### config.mk
export PLATFORM = sky130hd
export DESIGN_NAME = bsg_gateway_chip_link_arbiter
export DESIGN_NICKNAME = d
export VERILOG_FILES = /design/src/rtl/bsg_chip_pkg.sv /design/src/rtl/bsg_gateway_chip_rr_pick.sv /design/src/rtl/bsg_gateway_chip_link_arbiter.sv
export SDC_FILE = /design/constraint.sdc
export NUM_CORES = 1
export LEC_CHECK = 0
export BUFFER_PORTS_ARGS = -buffer_cell sky130_fd_sc_hd__buf_4
export CORE_AREA = 3 3 132 134
export CTS_CLUSTER_DIAMETER = 120
export CTS_CLUSTER_SIZE = 8
export DETAILED_ROUTE_END_ITERATION = 16
export DIE_AREA = 0 0 135 137
export GPL_TIMING_DRIVEN = 1
export RECOVER_POWER = 25
export REMOVE_ABC_BUFFERS = 1
export SLEW_MARGIN = 20
export SYNTH_ARGS = -nofsm -noshare
export SYNTH_HDL_FRONTEND = slang
export SYNTH_SLANG_ARGS = --single-unit
### constraint.sdc
create_clock -name clk_i -period 3.07 [get_ports clk_i]
set_input_delay 0.307 -clock clk_i [delete_from_list [all_inputs] [get_ports clk_i]]
set_output_delay 0.307 -clock clk_i [all_outputs]
set_load 0.02 [all_outputs]
### src/rtl/bsg_chip_pkg.sv
// Definitions shared between the core complex and the gateway link arbiter:
// header length field layout and the arbiter state encoding.
package bsg_chip_pkg;

  localparam int hdr_len_width_gp = 4;
  localparam int hdr_width_gp     = 64;

  // len counts the flits that follow the header (0 = single-flit packet)
  typedef struct packed {
    logic [hdr_width_gp-hdr_len_width_gp-1:0] payload;
    logic [hdr_len_width_gp-1:0]              len;
  } bsg_chip_hdr_s;

  typedef enum logic {
    e_idle = 1'b0,
    e_lock = 1'b1
  } arb_state_e;

endpackage

### src/rtl/bsg_gateway_chip_rr_pick.sv
// Round-robin picker: first requester after last_i (wrapping), as one-hot and index.
module bsg_gateway_chip_rr_pick #(
  parameter  int num_req_p = 4,
  localparam int lg_req_lp = $clog2(num_req_p)
) (
  input  logic [num_req_p-1:0] req_i,
  input  logic [lg_req_lp-1:0] last_i,
  output logic [num_req_p-1:0] grant_o,
  output logic [lg_req_lp-1:0] idx_o,
  output logic                 v_o
);

  int j;

  always_comb begin
    idx_o   = '0;
    v_o     = 1'b0;
    grant_o = '0;
    j       = 0;
    // search starts one past the previous winner and wraps
    for (int k = 1; k <= num_req_p; k++) begin
      j = int'(last_i) + k;
      if (j >= num_req_p) j = j - num_req_p;
      if (!v_o && req_i[lg_req_lp'(j)]) begin
        v_o   = 1'b1;
        idx_o = lg_req_lp'(j);
      end
    end
    if (v_o) grant_o[idx_o] = 1'b1;
  end

endmodule

### src/rtl/bsg_gateway_chip_link_arbiter.sv
// Shares one link transmit channel among num_req_p packet sources: round-robin
// between packets, locked to one owner for a whole packet, gated by remote credits.
module bsg_gateway_chip_link_arbiter
  import bsg_chip_pkg::*;
#(
  parameter  int num_req_p        = 4,
  parameter  int width_p          = 64,
  parameter  int len_width_p      = hdr_len_width_gp,
  parameter  int remote_credits_p = 16,
  localparam int lg_req_lp        = $clog2(num_req_p),
  localparam int cred_w_lp        = $clog2(remote_credits_p + 1)
) (
  input  logic                              clk_i,
  input  logic                              reset_i,
  input  logic [num_req_p-1:0]              v_i,
  input  logic [num_req_p-1:0][width_p-1:0] data_i,
  output logic [num_req_p-1:0]              yumi_o,
  output logic                              v_o,
  output logic [width_p-1:0]                data_o,
  input  logic                              ready_i,
  input  logic                              credit_i,
  output logic [cred_w_lp-1:0]              credits_o,
  output logic                              busy_o
);

  localparam logic [cred_w_lp-1:0] rc_lp       = cred_w_lp'(remote_credits_p);
  localparam logic [lg_req_lp-1:0] last_rst_lp = lg_req_lp'(num_req_p - 1);

  arb_state_e               state_r, state_n;
  logic [lg_req_lp-1:0]     owner_r, last_r, pick_idx, gnt_idx;
  logic [len_width_p-1:0]   rem_r, hdr_len;
  logic [cred_w_lp-1:0]     credits_r;
  logic [num_req_p-1:0]     pick_grant;
  logic                     pick_v, send;

  bsg_gateway_chip_rr_pick #(.num_req_p(num_req_p)) pick (
    .req_i   (v_i),
    .last_i  (last_r),
    .grant_o (pick_grant),
    .idx_o   (pick_idx),
    .v_o     (pick_v)
  );

  always_ff @(posedge clk_i) begin
    if (reset_i) state_r <= e_idle;
    else         state_r <= state_n;
  end

  always_comb begin
    state_n = state_r;
    case (state_r)
      e_idle: if (send && hdr_len != '0)                state_n = e_lock;
      e_lock: if (send && rem_r == len_width_p'(1))     state_n = e_idle;
    endcase
  end

  // Zero-latency path: grant, valid and data are all combinational from the inputs.
  always_comb begin
    gnt_idx   = (state_r == e_lock) ? owner_r : pick_idx;
    v_o       = !reset_i && (credits_r != '0)
                && ((state_r == e_lock) ? v_i[owner_r] : pick_v);
    data_o    = data_i[gnt_idx];
    hdr_len   = data_o[len_width_p-1:0];
    send      = v_o & ready_i;
    yumi_o    = '0;
    if (send) begin
      if (state_r == e_lock) yumi_o[owner_r] = 1'b1;
      else                   yumi_o          = pick_grant;
    end
    busy_o    = !reset_i && (state_r == e_lock);
    credits_o = reset_i ? rc_lp : credits_r;
  end

  always_ff @(posedge clk_i) begin
    if (reset_i) begin
      owner_r <= '0;
      rem_r   <= '0;
      last_r  <= last_rst_lp;
    end else if (send) begin
      if (state_r == e_idle) begin
        last_r <= pick_idx;
        if (hdr_len != '0) begin
          owner_r <= pick_idx;
          rem_r   <= hdr_len;
        end
      end else begin
        rem_r <= rem_r - len_width_p'(1);
      end
    end
  end

  // A credit arriving together with a send cancels out.
  always_ff @(posedge clk_i) begin
    if (reset_i)                                        credits_r <= rc_lp;
    else if (send && !credit_i)                         credits_r <= credits_r - cred_w_lp'(1);
    else if (credit_i && !send && credits_r != rc_lp)   credits_r <= credits_r + cred_w_lp'(1);
  end

  always_ff @(posedge clk_i) begin
    if (!reset_i)
      assert (!(credit_i && !send && credits_r == rc_lp))
        else $error("link arbiter: credit returned with counter already full");
  end

endmodule

==> results.json, run 1 <==
{
  "async_flop_share": 0,
  "clk_root_buffer_cell": "clkbuf_16",
  "synth-edff-count": 0,
  "numClockSinks": 14,
  "coreArea_um2": 16400,
  "tightest_slew_ns": 0.583,
  "vias": 4911,
  "grt_pass1_wl_um": 24900,
  "status": "finished clean",
  "io_pins": 339,
  "final_cell_count_no_fill": 1039,
  "hold_buffers": 0,
  "routed_via_density": 4.73,
  "ys_warn_count": 0,
  "netlist_area_um2": 3160,
  "cts_buffers": 3,
  "start_kind": "flip-flop",
  "cts.path.max_buffers": 2,
  "synthesis.instances": 513,
  "avgRoutedWirePerCell_um": 16.3,
  "ff2ff_path_depth": 10,
  "final_nets": 1090,
  "syn_avg_cell_area_um2": 6.16,
  "reg2reg_to": "credits_r[4]$_SDFFE_PP1P_",
  "gr-usage-all-layers": 0.167,
  "p_total_w": 0.00259,
  "drt-pass1-iter-count": 4,
  "clk_latency_ns": 0.25,
  "antenna_left": 0,
  "areaGrowthSynthToFinish_pct": 89.4,
  "gr-total-overflow": 0,
  "finalCriticalPeriod_ns": 2.85,
  "n_antenna_cell": 0,
  "ys_seq_elements": 14,
  "cp.arrival_ns": 2.99,
  "final_util": 0.365,
  "cts_max_level": 1,
  "clkSlewWorstSetupHoldPaths_ns": 0.05,
  "routed_wl_um": 16900,
  "hpwl_um": 14100,
  "tns_ns": 0,
  "port_buffers": 338,
  "clock-skew-final_ns": 0.00522,
  "yosysSeqAreaShare": 0.0887,
  "die_w_um": 135,
  "layout-drive-gt1-share": 0.438,
  "leakage_nw": 2.82,
  "drv_cap": 0,
  "synth_xor_area_frac": 0.00832,
  "grt_max_degree": 80,
  "initial_core_util": 0.192,
  "period_share": 0.929,
  "cp.required_ns": 3.21,
  "min-delay-start": "reset_i",
  "placed_cells": 1035,
  "row_count": 47,
  "synth_fa_ha_area_frac": 0.0261,
  "dieArea_um2": 18500,
  "regToRegStartpoint": "credits_r[0]$_SDFFE_PP0P_",
  "hp-class": "in2reg",
  "antenna_found_initial": 0,
  "initialDrtViolationCount": 237,
  "powerDensity_nw_per_um2": 434,
  "hold_violations": 0,
  "grt_pass1_vias": 4600,
  "finalSetupViolations": 0,
  "cp-end-kind": "flip-flop",
  "worst_hold_path.endpoint": "state_r$_SDFF_PP0_",
  "ir_worst_vdd_uv": 234,
  "rsz0062_at_grt": "no",
  "hold_depth": 2,
  "drc": 0,
  "synth-compound-area-share": 0.392,
  "synthMuxAreaShare": 0.0341,
  "synth_top_family_by_area": "compound AO/OA/AOI/OAI gates",
  "die_y_um": 137,
  "worst-setup-path-type": "reg2reg",
  "crit_fanout": 6,
  "slew_viol_final": 0,
  "routabilityCongestion": 0.866,
  "yosys.area_share.simple": 0.376,
  "tritoncts": "built",
  "synth.distinct_cells": 54,
  "slew-limit-headroom": 0.601,
  "synth-main-ff-cell": "dfxtp_1",
  "ff2ff_setup_slack_ns": 0.22,
  "fmax_ghz": 0.351
}
-- per-stage QoR --
stage | hold slack (ns) | setup WS (ns) | area [µm²]
floorplan | 0.376 | -1.69 | 2950
global placement | 0.527 | 0.243 | 5930
detailed placement | 0.529 | 0.250 | 5930
CTS | 0.373 | 0.118 | 6020
global route | 0.390 | 0.0238 | 5980
finish | 0.377 | 0.218 | 5980
-- report_power, final --
part           internal, W  switching [W]
logic             0.000920        0.00113
clock network     0.000198      0.0000787
registers         0.000217      0.0000519
-- state kept, by name, indices dropped and copies added (netlist names) --
name / cells
last_r: 2
credits_r: 5
state_r: 1
rem_r: 4
owner_r: 2
-- cell type report --
| cell class | count | area, µm² |
|---|---|---|
| Fill cell | 1761 | 10400 |
| Multi-Input combinational cell | 444 | 2650 |
| Tap cell | 220 | 275 |
| Timing Repair Buffer | 349 | 2660 |
| Clock buffer | 4 | 88.8 |
| Inverter | 8 | 30.0 |
| Sequential cell | 14 | 280 |
-- layout by cell type (no fill, tap or decap), types with 4 or more instances in the layout --
cell type	n
buf_4	334
a31oi_1	62
inv_1	7
dfxtp_1	14
buf_12	6
ha_1	5
a221o_1	4
and2_0	12
nand2_1	141
a21oi_1	17
nor2_1	18
and2_1	51
mux2i_1	7
a211oi_1	65
clkbuf_1	9
nor2b_1	10
-- cell usage after synthesis (4+ instances only) --
library cell  instances  area [µm²]
ha_1                  5        62.6
nor4_1                4        25.0
mux2i_1               6        60.1
a21oi_1              16        80.1
clkbuf_1             26        97.6
a211oi_1             64         480
inv_1                 7        26.3
buf_2                15        75.1
dfxtp_1              14         280
nor2_1               18        67.6
buf_1                 4        15.0
a31oi_1              62         388
nand2_1             141         529
and2_0               11        68.8
nor2b_1              10        62.6
a221o_1               4        40.0
and2_1               52         325
-- worst max-delay path, cell delays in order (launching register included) --
cell	delay, ns
dfxtp_1	0.44
nor4_2	0.11
nor2b_1	0.16
nor3b_2	0.27
o21ai_2	0.10
nor2_1	0.35
ha_1	0.35
a21o_1	0.17
a21oi_1	0.24
mux2_2	0.36
o22a_1	0.19
-- how the worst max path moves through the flow --
stage / from / endpoint / slack (ns) / depth (start not counted)
floorplan: last_r[1]$_SDFFE_PP1P_ / rem_r[2]$_SDFFE_PP0P_ / -1.69 / 5
finish: credits_r[0]$_SDFFE_PP0P_ / credits_r[4]$_SDFFE_PP1P_ / 0.22 / 10
global route: credits_r[0]$_SDFFE_PP0P_ / credits_r[4]$_SDFFE_PP1P_ / 0.02 / 10
CTS: credits_r[0]$_SDFFE_PP0P_ / credits_r[4]$_SDFFE_PP1P_ / 0.12 / 10
global placement: credits_r[0]$_SDFFE_PP0P_ / credits_r[4]$_SDFFE_PP1P_ / 0.24 / 10
detailed placement: credits_r[0]$_SDFFE_PP0P_ / credits_r[4]$_SDFFE_PP1P_ / 0.25 / 10
-- routing by layer --
metal  part of all wire  vias up  GRT usage
met2               0.48      221      0.285
met4              0.016        0     0.0297
met3              0.092       20     0.0393
li1                   -     2479          -
met5                  0        -          0
met1               0.41     2191      0.218
-- cell families (layout without fill, tap and decap cells) --
logic type	count (synthesis)	in the layout
buffers and inverters	55	361
DFF	14	14
muxes	10	10
adders and majority gates	6	6
and+or+nand+nor	251	251
AOI/OAI and AO/OA	174	174
xor gates and xnor gates	3	3
-- repair_timing --
item,in CTS,in global routing
setup endpoints to repair,0,1
resized for setup,0,1
buffers inserted,0,0
Power figures use the tool's default switching activity.
==> run 2: changes to the inputs <==
--- a/config.mk
+++ b/config.mk
@@ -5,6 +5,7 @@
 export SDC_FILE = /design/constraint.sdc
 export NUM_CORES = 1
 export LEC_CHECK = 0
+export ABC_AREA = 1
 export BUFFER_PORTS_ARGS = -buffer_cell sky130_fd_sc_hd__buf_4
 export CORE_AREA = 3 3 132 134
 export CTS_CLUSTER_DIAMETER = 120
@@ -14,7 +15,7 @@
 export GPL_TIMING_DRIVEN = 1
 export RECOVER_POWER = 25
 export REMOVE_ABC_BUFFERS = 1
-export SLEW_MARGIN = 20
+export SLEW_MARGIN = 40
 export SYNTH_ARGS = -nofsm -noshare
 export SYNTH_HDL_FRONTEND = slang
 export SYNTH_SLANG_ARGS = --single-unit
==> results.json, run 2 <==
{
  "status": "finished clean",
  "vias": 5337,
  "leakage_nw": 3.03,
  "clk_root_buffer_cell": "clkbuf_16",
  "layout.cells.most_common_list": "buf_4, nor2_1, o21ai_0",
  "antenna_found_initial": 0,
  "synth_most_common_cell": "nor2_1",
  "tns_ns": 0,
  "largest_register_ffs": 5,
  "ys_top_cells_by_count": "nor2_1, o21ai_0, nand2_1",
  "crit_fanout": 45,
  "regMostFlops": "credits_r",
  "ys_warn_count": 0,
  "port_buffers": 338,
  "place_area_um2": 5980,
  "layout-drive-gt1-share": 0.438,
  "numClockSinks": 14,
  "syn_avg_cell_area_um2": 5.35,
  "final_nets": 1178,
  "slew_viol_final": 0,
  "clock-skew-final_ns": 0.00256,
  "cts_buffers": 3,
  "gr-usage-all-layers": 0.196,
  "antenna_left": 0,
  "hpwl_um": 16500,
  "initialDrtViolationCount": 325,
  "ff_latch_area_um2": 283,
  "hold_ws_ns": 0.332,
  "final_cell_count_no_fill": 1126,
  "finalSetupViolations": 0,
  "routed_wl_um": 20500,
  "areaGrowthSynthToFinish_pct": 93.4,
  "cp-end-kind": "output port",
  "routabilityCongestion": 0.869,
  "regToRegStartpoint": "last_r[0]$_SDFFE_PP1P_",
  "period_share": 0.931,
  "reg2reg_to": "owner_r[1]$_SDFFE_PP0P_",
  "ys_seq_elements": 14,
  "slew-limit-headroom": 0.745,
  "rsz0062_at_grt": "no",
  "grt_pass1_wl_um": 28400,
  "clkSlewWorstSetupHoldPaths_ns": 0.05,
  "routed_via_density": 4.74,
  "ff2ff_path_depth": 19,
  "io_pins": 339,
  "worst-setup-path-type": "reg2out",
  "dieArea_um2": 18500,
  "coreArea_um2": 16400,
  "async_flop_share": 0,
  "cp.required_ns": 2.76,
  "drc": 0,
  "finalCriticalPeriod_ns": 2.86,
  "synth_area_leaders": "o21ai_0, nor2_1, o22ai_1",
  "powerDensity_nw_per_um2": 1460,
  "synth.top_cell.area_share": 0.211,
  "placed_cells": 1121,
  "start_kind": "flip-flop",
  "yosys.area.top_type": "o21ai_0",
  "drv_cap": 0,
  "synth-main-ff-cell": "dfxtp_1",
  "synthesis.instances": 590,
  "cts.path.max_buffers": 2,
  "initial_core_util": 0.192,
  "clk_latency_ns": 0.24,
  "gr-total-overflow": 0,
  "ir_worst_vdd_uv": 636,
  "final_common_cell": "buf_4",
  "ff2ff_setup_slack_ns": 0.34,
  "avgRoutedWirePerCell_um": 18.2,
  "drt-pass1-iter-count": 5,
  "yosysSeqAreaShare": 0.0887,
  "synth-edff-count": 0,
  "multi_input_area_um2": 2530,
  "netlist_area_um2": 3160,
  "die_y_um": 137,
  "largest_registers": "credits_r (5), rem_r (4)",
  "tritoncts": "built",
  "tightest_slew_ns": 0.382,
  "hp-class": "in2reg",
  "cts_max_level": 1,
  "synth.distinct_cells": 34,
  "startpoint": "last_r[1]$_SDFFE_PP1P_",
  "die_w_um": 135,
  "fin_area_um2": 6110,
  "hold_violations": 0,
  "n_antenna_cell": 0,
  "row_count": 47,
  "fillCellCount": 1798,
  "cp.arrival_ns": 2.55,
  "crit_path_end": "data_o[45]",
  "grt_max_degree": 59,
  "fmax_ghz": 0.350,
  "grt_pass1_vias": 4813,
  "hold_buffers": 0
}
==> run 2: cell types whose count changed after synthesis, moves of 52 or more <==
| cell | before | now |
|---|---|---|
| a211oi_1 | 64 | 2 |
| o21ai_0 | 2 | 133 |
| a31oi_1 | 62 | 5 |
| and2_1 | 52 | 0 |
| o22ai_1 | 1 | 60 |
| nand2_1 | 141 | 61 |
| nor2_1 | 18 | 139 |
==> run 2: worst min path at each step <==
stage / startpoint / to / slack [ns] / cells after the start
after detailed placement: rem_r[1]$_SDFFE_PP0P_ / rem_r[1]$_SDFFE_PP0P_ / 0.51 / 2
after CTS: reset_i / owner_r[1]$_SDFFE_PP0P_ / 0.34 / 2
after global placement: rem_r[1]$_SDFFE_PP0P_ / rem_r[1]$_SDFFE_PP0P_ / 0.51 / 2
final: reset_i / owner_r[1]$_SDFFE_PP0P_ / 0.33 / 2
after floorplan: reset_i / owner_r[1]$_SDFFE_PP0P_ / 0.38 / 1
after global routing: reset_i / owner_r[1]$_SDFFE_PP0P_ / 0.35 / 2
==> run 2: cell type report <==
cell class,count,area share
Clock buffer,3,0.0123
Inverter,43,0.0268
Multi-Input combinational cell,490,0.414
Sequential cell,14,0.0463
Tap cell,220,0.0451
Timing Repair Buffer,356,0.455
==> run 2: per-layer routing <==
layer  part of all wire  up-vias  GRT usage  wire, µm
met1               0.40     2436      0.245      8220
met3               0.12       12     0.0757      2380
met5                  0        -          0         0
li1                   -     2653          -         -
met4             0.0092        0     0.0246       189
met2               0.47      236      0.329      9690
==> run 2: through the flow <==
stage | power [W] | setup WS, ns | util
2_1_floorplan | 0.00471 | -1.18 | -
3_3_place_gp | 0.00852 | 0.387 | 0.365
3_5_place_dp | 0.00852 | 0.251 | 0.365
4_1_cts | 0.00881 | 0.145 | 0.369
5_1_grt | 0.00971 | 0.0264 | 0.372
6_report | 0.00893 | 0.213 | 0.372
==> run 2: cell families after synthesis <==
group,synth area share
AO/OA/AOI/OAI,0.367
XOR/XNOR,0.00555
buffers and inverters,0.114
AND/OR/NAND/NOR,0.398
flip-flops,0.0887
adder cells (fa/ha/maj),0.0261
==> run 2: report_power, final <==
part	internal [W]	total, W	leakage, nW	switching, W
clock	0.000170	0.000243	0.0370	0.0000728
sequential	0.000240	0.000312	0.114	0.0000714
combinational	0.00312	0.00837	2.88	0.00525
total	0.00353	0.00893	3.03	0.00540
==> run 2: critical path: stages, from the launching register on <==
cell     delay [ns]
dfxtp_2        0.37
inv_1          0.12
nand2_1        0.10
nand2_2        0.08
nand2_4        0.08
nand2_4        0.06
nor3_2         0.21
nand2_1        0.11
nand3_2        0.11
nand2_2        0.08
nand2_2        0.11
buf_12         0.20
o21ai_0        0.19
o22ai_1        0.26
buf_4          0.20
==> run 2: timing repair <==
item / CTS / global route
setup buffers: 0 / 0
setup endpoints to repair: 0 / 44
gates resized for setup: 0 / 13
==> run 3: changes to the inputs <==
--- a/config.mk
+++ b/config.mk
@@ -18,4 +18,5 @@
 export SLEW_MARGIN = 40
 export SYNTH_ARGS = -nofsm -noshare
 export SYNTH_HDL_FRONTEND = slang
+export SYNTH_HIERARCHICAL = 1
 export SYNTH_SLANG_ARGS = --single-unit
==> results.json, run 3 <==
{
  "status": "finished clean",
  "final_common_cell": "buf_4",
  "finalSetupViolations": 0,
  "synth-compound-area-share": 0.391,
  "cts.path.max_buffers": 2,
  "routabilityCongestion": 0.915,
  "fmax_ghz": 0.343,
  "yosysSeqAreaShare": 0.0915,
  "clk_root_buffer_cell": "clkbuf_16",
  "period_share": 0.950,
  "switchingPower_w": 0.00537,
  "synth_top_family_by_area": "compound AO/OA/AOI/OAI gates",
  "largest_register_ffs": 5,
  "drv_cap": 0,
  "power.clock.fraction": 0.031,
  "clock-skew-final_ns": 0.00387,
  "ys_top_cells_by_count": "nor2_1, o21ai_0, nand2_1",
  "cp-end-kind": "output port",
  "largest_registers": "credits_r (5), rem_r (4)",
  "slew-limit-headroom": 0.734,
  "areaGrowthSynthToFinish_pct": 101,
  "hold_buffers": 0,
  "hp-class": "in2reg",
  "hold_ws_ns": 0.309,
  "clkSlewWorstSetupHoldPaths_ns": 0.05,
  "clk_latency_ns": 0.25,
  "row_count": 47,
  "numClockSinks": 14,
  "cp.arrival_ns": 2.61,
  "final_nets": 1192,
  "grt_pass1_vias": 4980,
  "io_pins": 339,
  "combPwrFrac": 0.933,
  "swShare": 0.596,
  "vias": 5443,
  "gr-usage-all-layers": 0.205,
  "ys_seq_elements": 14,
  "port_buffers": 338,
  "grt_max_degree": 91,
  "cts_buffers": 3,
  "netlist_area_um2": 3060,
  "yosys.area_share.simple": 0.385,
  "layout-drive-gt1-share": 0.427,
  "gr-total-overflow": 0,
  "avgRoutedWirePerCell_um": 18.5,
  "synth.top_cell.area_share": 0.213,
  "initial_core_util": 0.187,
  "cp.required_ns": 2.76,
  "power_frac_seq": 0.036,
  "yosys.area.top_type": "o21ai_0",
  "p_total_w": 0.00902,
  "hold_violations": 0,
  "die_y_um": 137,
  "routed_via_density": 4.75,
  "antenna_left": 0,
  "coreArea_um2": 16400,
  "syn_avg_cell_area_um2": 5.08,
  "drt-pass1-iter-count": 5,
  "synth_xor_area_frac": 0.0114,
  "slew_viol_final": 0,
  "dieArea_um2": 18500,
  "synthesis.instances": 603,
  "routed_wl_um": 21200,
  "regMostFlops": "credits_r",
  "finalCriticalPeriod_ns": 2.92,
  "synth-main-ff-cell": "dfxtp_1",
  "crit_fanout": 14,
  "hpwl_um": 17300,
  "worst-setup-path-type": "reg2out",
  "ir_worst_vdd_uv": 558,
  "synthMuxAreaShare": 0,
  "tightest_slew_ns": 0.395,
  "start_kind": "flip-flop",
  "synth_fa_ha_area_frac": 0.0123,
  "async_flop_share": 0,
  "ys_warn_count": 6,
  "die_w_um": 135,
  "tritoncts": "built",
  "cts_max_level": 1,
  "synth_most_common_cell": "nor2_1",
  "synth-edff-count": 0,
  "grt_pass1_wl_um": 29200,
  "antenna_found_initial": 2,
  "synth.distinct_cells": 34,
  "powerDensity_nw_per_um2": 1470,
  "drc": 0,
  "initialDrtViolationCount": 433,
  "synth_area_leaders": "o21ai_0, nor2_1, o22ai_1",
  "layout.cells.most_common_list": "buf_4, nor2_1, o21ai_0",
  "leakage_nw": 3.07,
  "intPower_w": 0.00365
}
run 3: layer usage:
metal,up-vias,track usage,part of all wire
met5,-,0,0.00038
met4,2,0.0190,0.0078
met3,8,0.0548,0.090
met2,259,0.331,0.46
met1,2464,0.285,0.44
li1,2710,-,-
run 3: critical path, cell delays in order (launching register included):
cell	delay [ns]
dfxtp_4	0.37
buf_6	0.13
nand2_1	0.07
nand2_2	0.09
nand2_2	0.11
nand2_4	0.07
inv_2	0.07
nand2_2	0.06
nand2_1	0.06
nand3_2	0.09
inv_2	0.09
nand2_2	0.09
nand2_8	0.13
clkinv_8	0.12
clkbuf_16	0.19
o21ai_0	0.29
o22ai_1	0.14
buf_4	0.18
run 3: final timing paths:
path	cells past startpoint	from	end	slack, ns
worst max-delay path	17	last_r[0]$_SDFFE_PP1P_	data_o[5]	0.15
worst min-delay path	2	reset_i	credits_r[3]$_SDFFE_PP0P_	0.31
worst max register to register	24	last_r[0]$_SDFFE_PP1P_	credits_r[4]$_SDFFE_PP1P_	0.32
worst min register to register	2	credits_r[3]$_SDFFE_PP0P_	credits_r[3]$_SDFFE_PP0P_	0.50
run 3: final cells by class:
| class | count | area, µm² |
|---|---|---|
| clock buffers | 4 | 88.8 |
| flip-flops and latches | 14 | 285 |
| well taps | 220 | 275 |
| inverters | 41 | 176 |
| multi-input cells | 503 | 2490 |
| repair buffers | 362 | 2830 |
| fillers | 1833 | 10300 |
| diodes | 1 | 2.50 |
run 3: cell families after synthesis:
group | after synthesis
adder cells (fa/ha/maj) | 3
AND/OR/NAND/NOR | 278
XOR/XNOR | 4
flip-flops | 14
buffers and inverters | 86
AO/OA/AOI/OAI | 218
run 3: power by group through the flow:
| stage | logic (W) | clock network, W | registers, W |
|---|---|---|---|
| 2_1_floorplan | 0.00427 | 0 | 0.000317 |
| 3_3_place_gp | 0.00790 | 0 | 0.000325 |
| 3_5_place_dp | 0.00792 | 0 | 0.000324 |
| 4_1_cts | 0.00808 | 0.000280 | 0.000320 |
| 5_1_grt | 0.00907 | 0.000294 | 0.000336 |
| 6_report | 0.00841 | 0.000277 | 0.000328 |
run 3: through the flow:
stage / cell area [µm²] / cells / worst slack, ns / TNS (ns) / utilization
2_1_floorplan: 2880 / 558 / -1.51 / -82.82 / -
3_3_place_gp: 5870 / 1134 / 0.183 / 0 / 0.358
3_5_place_dp: 5870 / 1134 / 0.151 / 0 / 0.358
4_1_cts: 6010 / 1139 / 0.00526 / 0 / 0.366
5_1_grt: 6150 / 1145 / -0.00433 / -0.00670 / 0.375
6_report: 6150 / 1145 / 0.154 / 0 / 0.375
run 3: timing repair:
action / in CTS / in global routing
setup endpoints to repair: 17 / 74
cloned: 1 / 2
pin swaps: 0 / 5
setup buffers: 0 / 3
gates resized for setup: 3 / 32
